### config.mk
export PLATFORM = sky130hd
export DESIGN_NAME = reg_write_arbiter_flat
export DESIGN_NICKNAME = d
export VERILOG_FILES = /design/src/rtl/reg_write_arbiter_pkg.sv /design/src/rtl/reg_write_arbiter_if.sv /design/src/rtl/reg_write_arbiter_rr_pick.sv /design/src/rtl/reg_write_arbiter.sv /design/src/flat_wrapper.sv
export SDC_FILE = /design/constraint.sdc
export NUM_CORES = 1
export LEC_CHECK = 0
export ABC_CLOCK_PERIOD_IN_PS = 2700
export BUFFER_PORTS_ARGS = -buffer_cell sky130_fd_sc_hd__buf_2
export CORE_ASPECT_RATIO = 0.8
export CORE_MARGIN = 2
export CORE_UTILIZATION = 40
export CTS_CLUSTER_SIZE = 10
export DETAILED_ROUTE_END_ITERATION = 16
export HOLD_SLACK_MARGIN = 0.06
export MAX_ROUTING_LAYER = met4
export PLACE_DENSITY = 0.81
export SYNTH_ARGS = -nofsm -noshare
export SYNTH_HDL_FRONTEND = slang
export SYNTH_SLANG_ARGS = --single-unit
export TNS_END_PERCENT = 20
### constraint.sdc
create_clock -name clk -period 2.7 [get_ports clk]
set_input_delay 0.405 -clock clk [delete_from_list [all_inputs] [get_ports clk]]
set_output_delay 0.405 -clock clk [all_outputs]
set_load 0.02 [all_outputs]
### src/rtl/reg_write_arbiter_pkg.sv
// Shared constants for the register-bank write arbiter.
// FSM state encoding and default hold limit.
package reg_write_arbiter_pkg;

  typedef enum logic {
    IDLE  = 1'b0,
    OWNED = 1'b1
  } arb_state_t;

  localparam int MAXHOLD_DEF = 4;

endpackage

### src/rtl/reg_write_arbiter_if.sv
// Requester/register-bank bundle for the write arbiter.
// master drives requests, slave is the arbiter.
interface reg_write_arbiter_if #(
  parameter int NREQ = 3,
  parameter int AW   = 3,
  parameter int DW   = 16
);

  logic [NREQ-1:0]    req;
  logic [NREQ*AW-1:0] addr;
  logic [NREQ*DW-1:0] data;
  logic [NREQ-1:0]    gnt;
  logic               wr_en;
  logic [AW-1:0]      wr_addr;
  logic [DW-1:0]      wr_data;
  logic               busy;

  modport master (
    output req, addr, data,
    input  gnt, wr_en, wr_addr, wr_data, busy
  );

  modport slave (
    input  req, addr, data,
    output gnt, wr_en, wr_addr, wr_data, busy
  );

endinterface

### src/rtl/reg_write_arbiter_rr_pick.sv
// Combinational round-robin search starting after last_owner.
// pick is one-hot; valid flags that any candidate was found.
module rr_pick #(
  parameter int NREQ = 3,
  parameter int OW   = 2
) (
  input  logic [NREQ-1:0] req,
  input  logic [OW-1:0]   last_owner,
  output logic [NREQ-1:0] pick,
  output logic            valid
);

  always_comb begin
    int unsigned idx;
    idx   = 0;
    pick  = '0;
    valid = 1'b0;
    for (int k = 1; k <= NREQ; k++) begin
      idx = (int'(last_owner) + k) % NREQ;
      if (!valid && req[idx]) begin
        pick[idx] = 1'b1;
        valid     = 1'b1;
      end
    end
  end

endmodule

### src/rtl/reg_write_arbiter.sv
// Round-robin arbiter sharing one register-bank write port
// among NREQ requesters, with a bounded hold per grant.
module reg_write_arbiter
  import reg_write_arbiter_pkg::*;
#(
  parameter int NREQ     = 3,
  parameter int AW       = 3,
  parameter int DW       = 16,
  parameter int MAXHOLD  = MAXHOLD_DEF,
  parameter int ZERO_REG = 1
) (
  input  logic clk,
  input  logic clr,
  reg_write_arbiter_if.slave bus
);

  localparam int OW = (NREQ > 1) ? $clog2(NREQ) : 1;
  localparam int CW = $clog2(MAXHOLD) + 1;

  arb_state_t state, state_n;

  logic [NREQ-1:0] gnt_q, gnt_n;
  logic [NREQ-1:0] cand, pick;
  logic [OW-1:0]   last_q, last_n, pick_idx;
  logic [CW-1:0]   cnt_q, cnt_n;
  logic [AW-1:0]   sel_addr;
  logic [DW-1:0]   sel_data;
  logic            valid, held, hit_max;

  // While owned, the owner is excluded so a handover
  // always lands on a different requester.
  assign cand = (state == OWNED) ? (bus.req & ~gnt_q)
                                 : bus.req;

  rr_pick #(
    .NREQ (NREQ),
    .OW   (OW)
  ) u_pick (
    .req        (cand),
    .last_owner (last_q),
    .pick       (pick),
    .valid      (valid)
  );

  always_comb begin
    sel_addr = '0;
    sel_data = '0;
    pick_idx = '0;
    for (int i = 0; i < NREQ; i++) begin
      if (gnt_q[i]) begin
        sel_addr = sel_addr | bus.addr[i*AW +: AW];
        sel_data = sel_data | bus.data[i*DW +: DW];
      end
      if (pick[i])
        pick_idx = OW'(i);
    end
  end

  assign held    = |(gnt_q & bus.req);
  assign hit_max = (cnt_q == CW'(MAXHOLD));

  always_comb begin
    state_n = state;
    gnt_n   = gnt_q;
    last_n  = last_q;
    cnt_n   = cnt_q;
    unique case (state)
      IDLE: begin
        if (valid) begin
          state_n = OWNED;
          gnt_n   = pick;
          last_n  = pick_idx;
          cnt_n   = CW'(1);
        end
      end
      OWNED: begin
        if (!held || hit_max) begin
          if (valid) begin
            gnt_n  = pick;
            last_n = pick_idx;
            cnt_n  = CW'(1);
          end else if (!held) begin
            state_n = IDLE;
            gnt_n   = '0;
            cnt_n   = '0;
          end else begin
            cnt_n = CW'(1);
          end
        end else begin
          cnt_n = cnt_q + CW'(1);
        end
      end
      default: state_n = IDLE;
    endcase
  end

  always_ff @(posedge clk) begin
    if (clr) begin
      state  <= IDLE;
      gnt_q  <= '0;
      last_q <= OW'(NREQ - 1);
      cnt_q  <= '0;
    end else begin
      state  <= state_n;
      gnt_q  <= gnt_n;
      last_q <= last_n;
      cnt_q  <= cnt_n;
    end
  end

  assign bus.gnt     = gnt_q;
  assign bus.busy    = |gnt_q;
  assign bus.wr_addr = sel_addr;
  assign bus.wr_data = sel_data;
  assign bus.wr_en   = held &&
                       !((ZERO_REG != 0) && (sel_addr == '0));

endmodule

### src/flat_wrapper.sv
// flat-port wrapper written by rule: the top's interface ports become plain ports
module reg_write_arbiter_flat import reg_write_arbiter_pkg::*;
#(
  parameter int NREQ     = 3,
  parameter int AW       = 3,
  parameter int DW       = 16,
  parameter int MAXHOLD  = MAXHOLD_DEF,
  parameter int ZERO_REG = 1
)
  (clk, clr, bus_req, bus_addr, bus_data, bus_gnt, bus_wr_en, bus_wr_addr, bus_wr_data, bus_busy);
  reg_write_arbiter_if #(.NREQ(NREQ), .AW(AW), .DW(DW)) bus_i ();
  input  logic clk;
  input  logic clr;
  input wire logic [$bits(bus_i.req)-1:0] bus_req;
  input wire logic [$bits(bus_i.addr)-1:0] bus_addr;
  input wire logic [$bits(bus_i.data)-1:0] bus_data;
  output wire logic [$bits(bus_i.gnt)-1:0] bus_gnt;
  output wire logic [$bits(bus_i.wr_en)-1:0] bus_wr_en;
  output wire logic [$bits(bus_i.wr_addr)-1:0] bus_wr_addr;
  output wire logic [$bits(bus_i.wr_data)-1:0] bus_wr_data;
  output wire logic [$bits(bus_i.busy)-1:0] bus_busy;
  assign bus_i.req = bus_req;
  assign bus_i.addr = bus_addr;
  assign bus_i.data = bus_data;
  assign bus_gnt = bus_i.gnt;
  assign bus_wr_en = bus_i.wr_en;
  assign bus_wr_addr = bus_i.wr_addr;
  assign bus_wr_data = bus_i.wr_data;
  assign bus_busy = bus_i.busy;
  reg_write_arbiter #(.NREQ(NREQ), .AW(AW), .DW(DW), .MAXHOLD(MAXHOLD), .ZERO_REG(ZERO_REG)) u_core (.clk(clk), .clr(clr), .bus(bus_i));
endmodule
# After elaboration in Yosys (flattened, before gate mapping)
# Cells that the tools add are included.
[word_totals] output_inout_bits=24 wordCells=91 register_bits=9 in_bits=62
[classes] n_bitwise=10 reduce_logical=15 add_sub_neg=4 mux=45 n_eq_ne=4 magnitude_cmp=6 div_mod_pow=3
[ops] op="greater-or-equal comparator 32 x 1 -> 1 bit (second input constant)" n=3
[ops] op="< comparator 32 x 3 -> 1 bit (second input constant)" n=3
[ops] op="modulo 32 x 3 -> 32 bit (second input constant)" n=3
[ops] op="2-to-1 mux 16 bit" n=3
[ops] op="2-to-1 mux 3 bit" n=14
[ops] op="bitwise OR 16 bit" n=2
[ops] op="2-to-1 mux 1 bit" n=15
[ops] op="bitwise OR 3 bit" n=4
[ops] op="one-hot mux 3 bit (2 select lines)" n=2
[ops] op="adder 2 x 2 -> 3 bit (second input constant)" n=2
[ops] op="bitwise AND 3 bit" n=2
[ops] op="binary-select mux 1 bit (select 2 bit)" n=3
[ops] op="demux 1 bit (select 2 bit)" n=3
[ops] op="logical AND 1 bit" n=6
[ops] op="2-to-1 mux 2 bit" n=3
[ops] op="OR reduction 3 bit" n=2
[ops] op="zero test 1 bit" n=4
[ops] op="inequality test 2 bit (second input constant)" n=2
[ops] op="one-hot mux 2 bit (2 select lines)" n=1
[ops] op="adder 2 x 1 -> 3 bit (second input constant)" n=1
[ops] op="adder 3 x 1 -> 3 bit (second input constant)" n=1
[ops] op="== test 3 bit (second input constant)" n=1
[ops] op="zero test 3 bit" n=1
[ops] op="inequality test 3 bit (second input constant)" n=1
[ops] op="other kinds (5)" n=5

# Logic depth before layout (Yosys ltp)
# Gate-level depths: netlist of run 1.
[logic_depth] ltp_word=17 ltp_mapped=8 depth_no_buf=7

# By module
# A second synthesis of run 1 with hierarchy kept.
[unflattened] hier_cells=152 area_unflattened_um2=1109.8
[by_module_without_submodules] mod="reg_write_arbiter" seq_area_each_um2=180.2 cells_each=104 area_each_um2=800.8 instances=1
[by_module_without_submodules] mod="rr_pick" seq_area_each_um2=0.0 cells_each=48 area_each_um2=309.0 instances=1

# Worst setup path after synthesis of run 1
# No wires, ideal clock.
[synth_timing] path_type="register to register" from="register u_core.last_q[0]" to="register u_core.gnt_q[1] (netlist: u_core.bus.gnt[1])" setup_ns=0.086 stages_incl_launch_ff=8 n_path_buf=1 t_required_ns=2.614 setup_slack_ns=0.745 arrival_time_ns=1.869 period_less_slack_ns=1.955 path_cell_list="dfxtp_1 inv_1 ha_1 buf_2 or4_1 a31oi_1 nor2_1 a221oi_2"
[synth_via] elab_chain_cells=14 word_cells_on_any_way=46 cone_classes="add/sub: 3; div: 3; order compare: 6; eq/ne: 2; mux: 22; bitwise: 2; reduce/logical: 8"
[synth_lines] item="from (decl)" line="reg_write_arbiter.sv:24" rtl="logic [OW-1:0] last_q, last_n, pick_idx;"
[synth_lines] item="from (signal assigned)" line="reg_write_arbiter.sv:101" rtl="last_q <= OW'(NREQ - 1);"
[synth_lines] item="from (signal assigned)" line="reg_write_arbiter.sv:106" rtl="last_q <= last_n;"
[synth_lines] item="adder 2 x 1 -> 3 bit" line="reg_write_arbiter_rr_pick.sv:19" rtl="idx = (int'(last_owner) + k) % NREQ;"
[synth_lines] item="modulo 32 x 3 -> 32 bit" line="reg_write_arbiter_rr_pick.sv:19"
[synth_lines] item="greater-or-equal comparator 32 x 1 -> 1 bit (implied by the code), or another cell as far along" line="reg_write_arbiter_rr_pick.sv:21" rtl="pick[idx] = 1'b1;"
[synth_lines] item="logical AND 1 bit (implied by the code) / 2-to-1 mux 1 bit (equally long branches)" line="reg_write_arbiter_rr_pick.sv:21, reg_write_arbiter_rr_pick.sv:20"
[synth_lines] item="2-to-1 mux 1 bit (on tied branches)" line="reg_write_arbiter_rr_pick.sv:21, reg_write_arbiter_rr_pick.sv:20"
[synth_lines] item="demux 1 bit (select 2 bit) / zero test 1 bit (equally long branches)" line="reg_write_arbiter_rr_pick.sv:21, reg_write_arbiter_rr_pick.sv:20"
[synth_lines] item="2-to-1 mux 3 bit / logical AND 1 bit (equally long branches)" line="reg_write_arbiter_rr_pick.sv:20" rtl="if (!valid && req[idx]) begin"
[synth_lines] item="bitwise OR 3 bit (no line) / 2-to-1 mux 1 bit (equally long branches)"
[synth_lines] item="2-to-1 mux 3 bit / zero test 1 bit (equally long branches)" line="reg_write_arbiter_rr_pick.sv:20"
[synth_lines] item="bitwise OR 3 bit (no line) / logical AND 1 bit (equally long branches)"
[synth_lines] item="2-to-1 mux 3 bit / 2-to-1 mux 1 bit (equally long branches)" line="reg_write_arbiter_rr_pick.sv:20"
[synth_lines] item="2-to-1 mux 3 bit" line="reg_write_arbiter.sv:78" rtl="if (valid) begin"
[synth_lines] item="2-to-1 mux 3 bit" line="reg_write_arbiter.sv:77" rtl="if (!held || hit_max) begin"
[synth_lines] item="one-hot mux 3 bit (2 select lines)" line="reg_write_arbiter.sv:67" rtl="unique case (state)"
[synth_lines] item="to (signal assigned)" line="reg_write_arbiter.sv:105" rtl="gnt_q <= gnt_n;"
[synth_lines] item="to (decl)" line="reg_write_arbiter.sv:22" rtl="logic [NREQ-1:0] gnt_q, gnt_n;"
# Parallel ways exist; a longest one is shown, timed or not. The select of a mux whose other input is x is not followed.
# A chain may end at the register's enable or synchronous reset.

# Worst setup path in the final report of run 1
[layout_timing] from="register u_core.last_q[1]" to="register u_core.gnt_q[1] (netlist: u_core.bus.gnt[1])"
# Same word-level chain as after synthesis.

==> run_results.csv, run 1 <==
group,metric,value,unit
detailed_routing,drc_errors,0,
clock_network,cts_resized,0,
detailed_routing,ant_nets,0,
global_route,grt_pass1_wl,5430,um
placement,gp_congestion,0.9751,
detailed_routing,vias_per_cell,5.473,
clock_network,cts_tree,"yes",
timing,fin_crit_sh,84.04,%
synthesis,yosys.area.top_type_share,17.84,%
clock_network,clk_pin_slew,60,ps
timing,max_freq,0.4407,GHz
detailed_routing,totalWireLength,3777,um
worst_setup_path,crit_buf_inv,2,
power_and_ir_drop,leakage,0.8993,nW
worst_setup_path,critPathMaxStageDelay,530,ps
clock_network,cts.path.max_buffers,2,
cells_and_area,drive_gt1_share,47.30,%
synthesis,yosysTopAreaCell,"a222oi_1",
die,rows,17,
global_route,grt.overflow.total,0,
clock_network,cts-root-buf,"clkbuf_4",
global_route,grt.total_usage,21.82,%
die,io_pins,86,
global_route,grt_max_degree,25,
die,core,0.002723,mm^2
global_route,grt_pass1_vias,1142,
placement,post-dp-hpwl,3002,um
synthesis,ys_ff_latch,9,
timing,timing.setup.tns,0,ps
synthesis,synthTopCellsByArea,"a222oi_1 18%, dfxtp_1 16%, inv_1 9.7%, ha_1 6.7%, a221oi_2 4.0%",
power_and_ir_drop,p_per_area,1141,mW/mm^2
detailed_routing,wl_per_cell,14.53,um
outcome,outcome,"finished clean",
timing,slew_headroom,51.82,%
timing,finalSetupViolCount,0,
cells_and_area,mostFrequentLayoutCells,"85 x buf_2, 29 x inv_1, 20 x a222oi_1",
worst_setup_path,crit_path_cell_trace,"inv_1, ha_1, inv_2, or4_1, a31oi_1, nor2_1, a221oi_2",
placement,numPortBuffers,85,
die,die-area,0.003248,mm^2
timing,skew,8.404,ps
cells_and_area,final_area,0.001594,mm^2
placement,dp_cells,256,
clock_network,post_cts_buffers,0,
timing,drv_slew,0,
synthesis,syn-cell-area,0.001122,mm^2
detailed_routing,via_count,1423,
worst_hold_path,min_to,"u_core.bus.gnt[0]$_SDFFE_PP0P_",
flow_run,cap_violations,0,
synthesis,ys_async_sr_fraction,0,%
worst_setup_path,critPathCaptureType,"flop",
worst_hold_path,hold_path.class,"in -> reg",
worst_setup_path,critical_path.slowest_cell,"or4_1",
worst_setup_path,r2r_start,"u_core.last_q[1]$_SDFFE_PP1P_",
worst_hold_path,hp-start,"clr",
worst_setup_path,cp_top_family,"simple AND/OR/NAND/NOR gates",
timing,finalCriticalPeriod,2269,ps
timing,rsz0062_at_grt,"false",
worst_setup_path,rr_endpoint,"u_core.bus.gnt[1]$_SDFFE_PP0P_",
worst_hold_path,min_path_cells,2,
worst_setup_path,critPathKind,"reg -> reg",
worst_setup_path,cp-start-kind,"flop",
cells_and_area,final_util,58.55,%
worst_setup_path,reg2reg_slack,430,ps
worst_setup_path,arrival,2450,ps
synthesis,yosysWarnings,0,
cells_and_area,fin_nets,291,
synthesis,synth_enable_flop_cells,0,
timing,final_hold_viol_count,0,
synthesis,synth_flop_cell,"dfxtp_1",
clock_network,cts_inserted_buffers,3,
placement,place_area,0.001568,mm^2
die,die_width,63.22,um
synthesis,synthCells,140,
detailed_routing,first_iter_violations,224,
worst_setup_path,reg2regPathDepth,7,
timing,worst_slack,431.0,ps
synthesis,syn-num-nets,208,
synthesis,avgSynthCellArea,8.017,um^2
timing,hold_ws,421.8,ps
synthesis,yosysSeqAreaShare,16.05,%
power_and_ir_drop,peakVddDrop,556.2,uV
placement,post-place-ws,490.7,ps
cells_and_area,layout.cells.non_filler,260,
power_and_ir_drop,p_total,1.819,mW
die,die_y,51.38,um
worst_setup_path,cp_max_fo,11,
clock_network,numClockSinks,9,
cells_and_area,syn2layout_area_growth,42.03,%
cells_and_area,antenna_cells,0,
timing,worst_pin_slew,722.7,ps
die,initial_core_util,41.22,%
clock_network,hold_buffers,0,
worst_setup_path,cp.required,2880,ps
global_route,antenna_found_initial,0,
clock_network,h-tree-depth,1,
detailed_routing,dr.pass1.iters,7,
synthesis,ys_types,45,
clock_network,clock_latency,270,ps
cells_and_area,layout_commonest_cell,"buf_2",
==> area by class of cell <==
class	count	area, um^2
well taps	38	47.55
repair buffers	88	447.9
inverters	30	112.6
clock buffers	4	26.28
fillers	259	1129
flip-flops and latches	9	180.2
multi-input cells	91	779.5
==> logic make-up (layout without fill, tap and decap cells) <==
group	after synthesis	after routing	synth area share, %
flip-flops	9	9	16.05
buffers and inverters	40	122	14.49
multiplexers	3	3	2.787
adder cells (fa/ha/maj)	6	6	6.689
AO/OA/AOI/OAI	58	58	48.49
AND/OR/NAND/NOR	24	24	11.48
==> how the worst max path moves through the flow <==
| stage | from | to | slack (ps) | depth (start not counted) |
|---|---|---|---|---|
| 3_3_place_gp | u_core.last_q[1]$_SDFFE_PP1P_ | u_core.bus.gnt[1]$_SDFFE_PP0P_ | 500 | 7 |
| 6_report | u_core.last_q[1]$_SDFFE_PP1P_ | u_core.bus.gnt[1]$_SDFFE_PP0P_ | 430 | 7 |
| 3_5_place_dp | u_core.last_q[1]$_SDFFE_PP1P_ | u_core.bus.gnt[1]$_SDFFE_PP0P_ | 490 | 7 |
| 4_1_cts | u_core.last_q[1]$_SDFFE_PP1P_ | u_core.bus.gnt[1]$_SDFFE_PP0P_ | 480 | 7 |
| 5_1_grt | u_core.last_q[0]$_SDFFE_PP0P_ | u_core.last_q[0]$_SDFFE_PP0P_ | 280 | 7 |
| 2_1_floorplan | u_core.last_q[0]$_SDFFE_PP0P_ | u_core.bus.gnt[1]$_SDFFE_PP0P_ | 740 | 7 |
==> layer usage <==
layer  wire length (um)  track usage, %
met5                  0               -
met4                  9           4.348
met3                199           4.626
met2               1850           33.33
met1               1718           30.00
==> where the power goes <==
part | switching (mW) | internal, mW
clock | 0.0490 | 0.0570
sequential | 0.0541 | 0.181
combinational | 0.913 | 0.565
==> synth_stat cells, types with 2 or more instances <==
cell,number
inv_1,29
a222oi_1,20
dfxtp_1,9
clkbuf_1,7
ha_1,6
nand2_1,6
a21oi_1,5
o21ai_0,4
a221oi_2,3
nand2b_1,3
nor2b_1,3
o21ai_1,3
a21o_1,2
a31oi_1,2
and2_1,2
mux2i_1,2
nand4_1,2
nor2_1,2
o221ai_1,2
o32ai_2,2
or3_1,2
==> flip-flops by register name, summed over array words and instances (netlist names) <==
register and cells:
u_core.bus.gnt 3, u_core.cnt_q 3, u_core.last_q 2, u_core.state 1
No activity file was read; power rests on OpenSTA's default activity.
==> run 2: changes to the inputs <==
ABC_AREA = 1   (was not set)
ABC_CLOCK_PERIOD_IN_PS = 1950   (was 2700)
CORE_UTILIZATION = 35   (was 40)
PLACE_DENSITY = 0.76   (was 0.81)
clock period = 1.95 ns   (was 2.7 ns; I/O delays follow)
==> run 2 against run 1 <==
Synthesized area fell by 4.8%. Register-to-register slack got worse by 240 ps. Sequential share of layout area barely moved. Via count rose by 5.6%. Routed wire length fell by 9.4%. Non-clock buffer count did not move. Final cell count rose by 21%. Combinational power rose by 28%. First-iteration DRC count fell by 76%. Critical path depth rose by 4. Critical path type unchanged. Critical endpoint is now u_core.last_q[1]$_SDFFE_PP1P_. Largest cell class unchanged. Largest power group unchanged.
==> run_results.csv, run 2 <==
group,metric,value,unit
synthesis,ys_async_sr_fraction,0,%
placement,gp_congestion,0.8356,
detailed_routing,via_count,1502,
global_route,grt.total_usage,18.92,%
global_route,antenna_found_initial,0,
synthesis,netlist_top_cells_count,"82 x nand2_1, 29 x nand3_1, 21 x inv_1, 9 x dfxtp_1",
synthesis,yosysMostFrequentCell,"nand2_1",
outcome,outcome,"finished clean",
worst_setup_path,arrival,1860,ps
clock_network,clk_pin_slew,50,ps
timing,worst_pin_slew,269.7,ps
timing,finalSetupViolCount,0,
worst_hold_path,hold_path.class,"in -> reg",
clock_network,cts.path.max_buffers,2,
worst_setup_path,cp.required,2050,ps
die,core,0.002829,mm^2
power_and_ir_drop,peakVddDrop,704.2,uV
detailed_routing,first_iter_violations,54,
placement,post-place-ws,82.25,ps
global_route,grt_pass1_wl,5168,um
power_and_ir_drop,leakage,0.9444,nW
die,die-area,0.003514,mm^2
cells_and_area,drive_gt1_share,37.68,%
die,initial_core_util,37.77,%
flow_run,cap_violations,0,
synthesis,yosysSeqAreaShare,16.86,%
detailed_routing,totalWireLength,3423,um
clock_network,numClockSinks,9,
synthesis,syn-num-nets,258,
timing,max_freq,0.5672,GHz
timing,fin_crit_sh,90.41,%
synthesis,synth_enable_flop_cells,0,
worst_setup_path,critPathCaptureType,"flop",
worst_setup_path,crit_buf_inv,4,
detailed_routing,vias_per_cell,4.783,
global_route,grt.overflow.total,0,
synthesis,ys_ff_latch,9,
placement,post-dp-hpwl,2788,um
timing,slew_headroom,82.00,%
synthesis,avgSynthCellArea,5.624,um^2
detailed_routing,drc_errors,0,
worst_setup_path,critPathMaxStageDelay,360,ps
global_route,grt_pass1_vias,1214,
detailed_routing,wl_per_cell,10.90,um
worst_setup_path,critical_path.slowest_cell,"dfxtp_1",
cells_and_area,layout_commonest_cell,"buf_2",
clock_network,clock_latency,230,ps
clock_network,cts-root-buf,"clkbuf_8",
worst_setup_path,critPathKind,"reg -> reg",
placement,numPortBuffers,85,
worst_setup_path,cp_top_family,"simple AND/OR/NAND/NOR gates",
cells_and_area,mostFrequentLayoutCells,"85 x buf_2, 82 x nand2_1, 29 x nand3_1",
synthesis,synthTopCellsByArea,"nand2_1 29%, dfxtp_1 17%, nand3_1 14%, inv_1 7.4%, ha_1 7.0%",
clock_network,cts_inserted_buffers,3,
worst_setup_path,cp-start-kind,"flop",
timing,rsz0062_at_grt,"false",
timing,final_hold_viol_count,0,
die,die_y,53.42,um
timing,hold_ws,313.6,ps
synthesis,synthCells,190,
die,die_width,65.78,um
worst_setup_path,crit_path_cell_trace,"inv_1, ha_4, inv_1, nand4_1, inv_2, a21oi_4, nand3_4, nand2_4, inv_4, nand2_4, o211ai_1",
power_and_ir_drop,p_per_area,1516,mW/mm^2
timing,timing.setup.tns,0,ps
placement,dp_cells,310,
cells_and_area,seq_area,180.2,um^2
synthesis,synth_flop_cell,"dfxtp_1",
die,io_pins,86,
power_and_ir_drop,p_total,2.425,mW
synthesis,yosys.area.top_type_share,28.81,%
synthesis,yosysTopAreaCell,"nand2_1",
synthesis,yosysWarnings,0,
timing,drv_slew,0,
synthesis,ys_types,26,
cells_and_area,fin_nets,345,
timing,worst_slack,187.0,ps
timing,skew,6.223,ps
cells_and_area,syn2layout_area_growth,49.65,%
cells_and_area,layout.cells.non_filler,314,
clock_network,h-tree-depth,1,
detailed_routing,dr.pass1.iters,4,
timing,finalCriticalPeriod,1763,ps
worst_setup_path,cp_max_fo,6,
cells_and_area,nFillCells,284,
global_route,grt_max_degree,20,
cells_and_area,multi_input_area,789.5,um^2
clock_network,post_cts_buffers,0,
cells_and_area,antenna_cells,0,
die,rows,17,
clock_network,cts_tree,"yes",
synthesis,syn-cell-area,0.001069,mm^2
detailed_routing,ant_nets,0,
run 2: layout make-up:
cell class                      count  share of cell area (%)
Clock buffer                        4                   2.817
Inverter                           23                   5.556
Multi-Input combinational cell    152                   49.37
Sequential cell                     9                   11.27
Tap cell                           38                   2.973
Timing Repair Buffer               88                   28.01
run 2: routing by layer:
layer	routed length, um	vias up	track usage (%)
li1	-	785	-
met1	1483	652	24.33
met2	1626	65	31.48
met3	313	0	5.106
met4	0	0	0.6944
met5	0	-	-
run 2: logic make-up after synthesis:
kind of cell / synth area share, %
and+or+nand+nor: 52.58
buffers and inverters: 10.42
AOI/OAI and AO/OA: 12.30
DFF: 16.86
adders and majority gates: 7.026
xor gates and xnor gates: 0.8198
run 2: power by group:
part / switching, mW / internal, mW
Sequential: 0.0766 / 0.244
Clock: 0.0720 / 0.142
Combinational: 1.23 / 0.660
run 2: path summary, 6_finish.rpt:
| kind | startpoint | to | slack (ps) | cells past startpoint |
|---|---|---|---|---|
| max | u_core.last_q[0]$_SDFFE_PP0P_ | u_core.last_q[1]$_SDFFE_PP1P_ | 190 | 11 |
| min | clr | u_core.bus.gnt[2]$_SDFFE_PP0P_ | 310 | 2 |
| min reg2reg | u_core.cnt_q[1]$_SDFFE_PP0P_ | u_core.cnt_q[1]$_SDFFE_PP0P_ | 480 | 2 |
| max reg2reg | u_core.last_q[0]$_SDFFE_PP0P_ | u_core.last_q[1]$_SDFFE_PP1P_ | 190 | 11 |
run 2: per-stage QoR:
stage	utilization (%)	instance area, um^2
floorplan	-	1069
global placement	54.49	1541
detailed placement	54.49	1541
CTS	56.08	1587
global route	56.52	1599
finish	56.52	1599
run 2: repair_timing:
item	CTS	global route
hold buffers	0	0
setup endpoints to repair	0	8
hold endpoints to repair	0	0
resized for setup	0	3
==> run 3: changes to the inputs <==
ABC_AREA = not set   (was 1)
CORE_UTILIZATION = 36   (was 35)
PLACE_DENSITY = 0.77   (was 0.76)
==> run 3 against run 2 <==
Hold slack gained 36 ps. First-iteration DRC count rose to 3.4 times the previous value. Clock skew shrank 3.0 ps. Clock power barely moved. Via count rose by 0.67%. Sequential power increased by 6.5%. Highest routed layer unchanged.
==> run_results.csv, run 3 (same netlist as run 1, synthesis figures left out) <==
group,metric,value,unit
outcome,outcome,"finished clean",
cells_and_area,nFillCells,300,
clock_network,cts-root-buf,"clkbuf_8",
placement,gp_congestion,0.8909,
clock_network,cts.path.max_buffers,2,
power_and_ir_drop,p_total,3.084,mW
placement,place_area,0.001722,mm^2
timing,worst_pin_slew,414.4,ps
cells_and_area,drive_gt1_share,57.44,%
detailed_routing,totalWireLength,3839,um
worst_setup_path,reg2reg_slack,90,ps
worst_hold_path,hold_path.class,"in -> reg",
detailed_routing,drc_errors,0,
cells_and_area,mostFrequentLayoutCells,"85 x buf_2, 26 x inv_1, 22 x buf_4",
clock_network,cts_inserted_buffers,3,
flow_run,cap_violations,0,
die,die_y,53.94,um
die,rows,18,
die,die_width,66.43,um
worst_setup_path,cp_max_fo,7,
power_and_ir_drop,leakage,1.015,nW
cells_and_area,multi_input_area,843.3,um^2
timing,finalCriticalPeriod,1860,ps
power_and_ir_drop,swShare,49.74,%
worst_setup_path,arrival,2010,ps
worst_setup_path,cp.required,2100,ps
power_and_ir_drop,clkPwrFrac,6.9,%
timing,drv_slew,0,
global_route,grt_pass1_wl,5402,um
clock_network,post_cts_buffers,0,
clock_network,clock_latency,230,ps
cells_and_area,layout_commonest_cell,"buf_2",
worst_hold_path,min_path_cells,2,
cells_and_area,antenna_cells,0,
global_route,grt.total_usage,20.18,%
die,core,0.003040,mm^2
detailed_routing,met3_length,199,um
global_route,antenna_found_initial,0,
detailed_routing,wl_met1,1800,um
cells_and_area,fin_nets,311,
clock_network,h-tree-depth,1,
timing,timing.setup.tns,0,ps
power_and_ir_drop,p_switching,1.534,mW
power_and_ir_drop,p_per_area,1680,mW/mm^2
timing,max_freq,0.5376,GHz
cells_and_area,seq_area,182.7,um^2
clock_network,cts_tree,"yes",
die,io_pins,86,
worst_setup_path,r2r_start,"u_core.last_q[0]$_SDFFE_PP0P_",
detailed_routing,via_count,1512,
detailed_routing,wl_per_cell,13.61,um
detailed_routing,first_iter_violations,183,
detailed_routing,vias_per_cell,5.362,
timing,finalSetupViolCount,0,
power_and_ir_drop,intPower,1.550,mW
die,initial_core_util,36.91,%
worst_setup_path,rr_endpoint,"u_core.last_q[0]$_SDFFE_PP0P_",
power_and_ir_drop,peakVddDrop,648.9,uV
timing,skew,3.193,ps
detailed_routing,dr.pass1.iters,7,
cells_and_area,layout.cells.non_filler,282,
timing,final_hold_viol_count,0,
clock_network,clk_pin_slew,50,ps
detailed_routing,wl_met2,1839,um
worst_hold_path,hp-start,"clr",
detailed_routing,dr.max_layer_used,"met3",
global_route,grt_pass1_vias,1196,
cells_and_area,syn2layout_area_growth,63.55,%
worst_setup_path,critPathKind,"reg -> reg",
global_route,grt.overflow.total,0,
placement,post-dp-hpwl,3082,um
worst_setup_path,reg2regPathDepth,7,
cells_and_area,final_util,60.37,%
clock_network,numClockSinks,9,
die,die-area,0.003583,mm^2
detailed_routing,ant_nets,0,
placement,post-place-ws,-34.74,ps
placement,dp_cells,278,
global_route,grt_max_degree,23,
timing,hold_ws,349.3,ps
timing,fin_crit_sh,95.40,%
worst_setup_path,critPathCaptureType,"flop",
power_and_ir_drop,seqPwrFrac,11.1,%
worst_hold_path,min_to,"u_core.bus.gnt[1]$_SDFFE_PP0P_",
placement,numPortBuffers,85,
power_and_ir_drop,comb_power_share,82.0,%
worst_setup_path,cp-start-kind,"flop",
timing,slew_headroom,72.37,%
timing,worst_slack,89.73,ps
cells_and_area,final_area,0.001836,mm^2
-- run 3: routing by layer --
layer  vias to the layer above  global-route usage (%)
li1                        754                       -
met1                       718                   29.45
met2                        40                   29.67
met3                         0                   3.975
met4                         0                   2.041
met5                         -                       -
-- run 3: layout make-up --
type | count | share of cell area (%)
clock buffer | 4 | 2.454
inverter | 30 | 6.135
multi-input combinational | 91 | 45.94
sequential | 9 | 9.952
tap | 40 | 2.727
timing repair buffer | 108 | 32.79
-- run 3: worst max path at each step --
stage / startpoint / cells past startpoint / end / slack [ps]
2_1_floorplan: u_core.last_q[0]$_SDFFE_PP0P_ / 7 / u_core.bus.gnt[1]$_SDFFE_PP0P_ / 30
3_3_place_gp: u_core.last_q[0]$_SDFFE_PP0P_ / 7 / u_core.last_q[0]$_SDFFE_PP0P_ / -30
3_5_place_dp: u_core.last_q[0]$_SDFFE_PP0P_ / 7 / u_core.last_q[0]$_SDFFE_PP0P_ / -30
4_1_cts: u_core.last_q[0]$_SDFFE_PP0P_ / 7 / u_core.last_q[0]$_SDFFE_PP0P_ / -20
5_1_grt: u_core.last_q[0]$_SDFFE_PP0P_ / 8 / u_core.last_q[0]$_SDFFE_PP0P_ / -9
6_report: u_core.last_q[0]$_SDFFE_PP0P_ / 7 / u_core.last_q[0]$_SDFFE_PP0P_ / 90
-- run 3: power groups by stage --
| stage | Combinational [mW] | Clock, mW | Sequential, mW |
|---|---|---|---|
| after floorplan | 1.51 | 0 | 0.339 |
| after global placement | 2.33 | 0 | 0.331 |
| after detailed placement | 2.34 | 0 | 0.332 |
| after CTS | 2.39 | 0.217 | 0.329 |
| after global routing | 2.75 | 0.230 | 0.354 |
| final | 2.53 | 0.214 | 0.342 |
-- run 3: critical path: stages, from the launching register on --
cell      delay, ps
dfxtp_2         320
inv_2            50
ha_4            310
nor2b_2          60
a32o_2          260
a211oi_4        310
a21o_1          250
mux2i_1         210
-- run 3: what timing repair did --
| item | in CTS | in global routing |
|---|---|---|
| hold buffers | 0 | 0 |
| pin swaps | 2 | 9 |
| setup endpoints to repair | 6 | 10 |
| gates resized for setup | 4 | 14 |
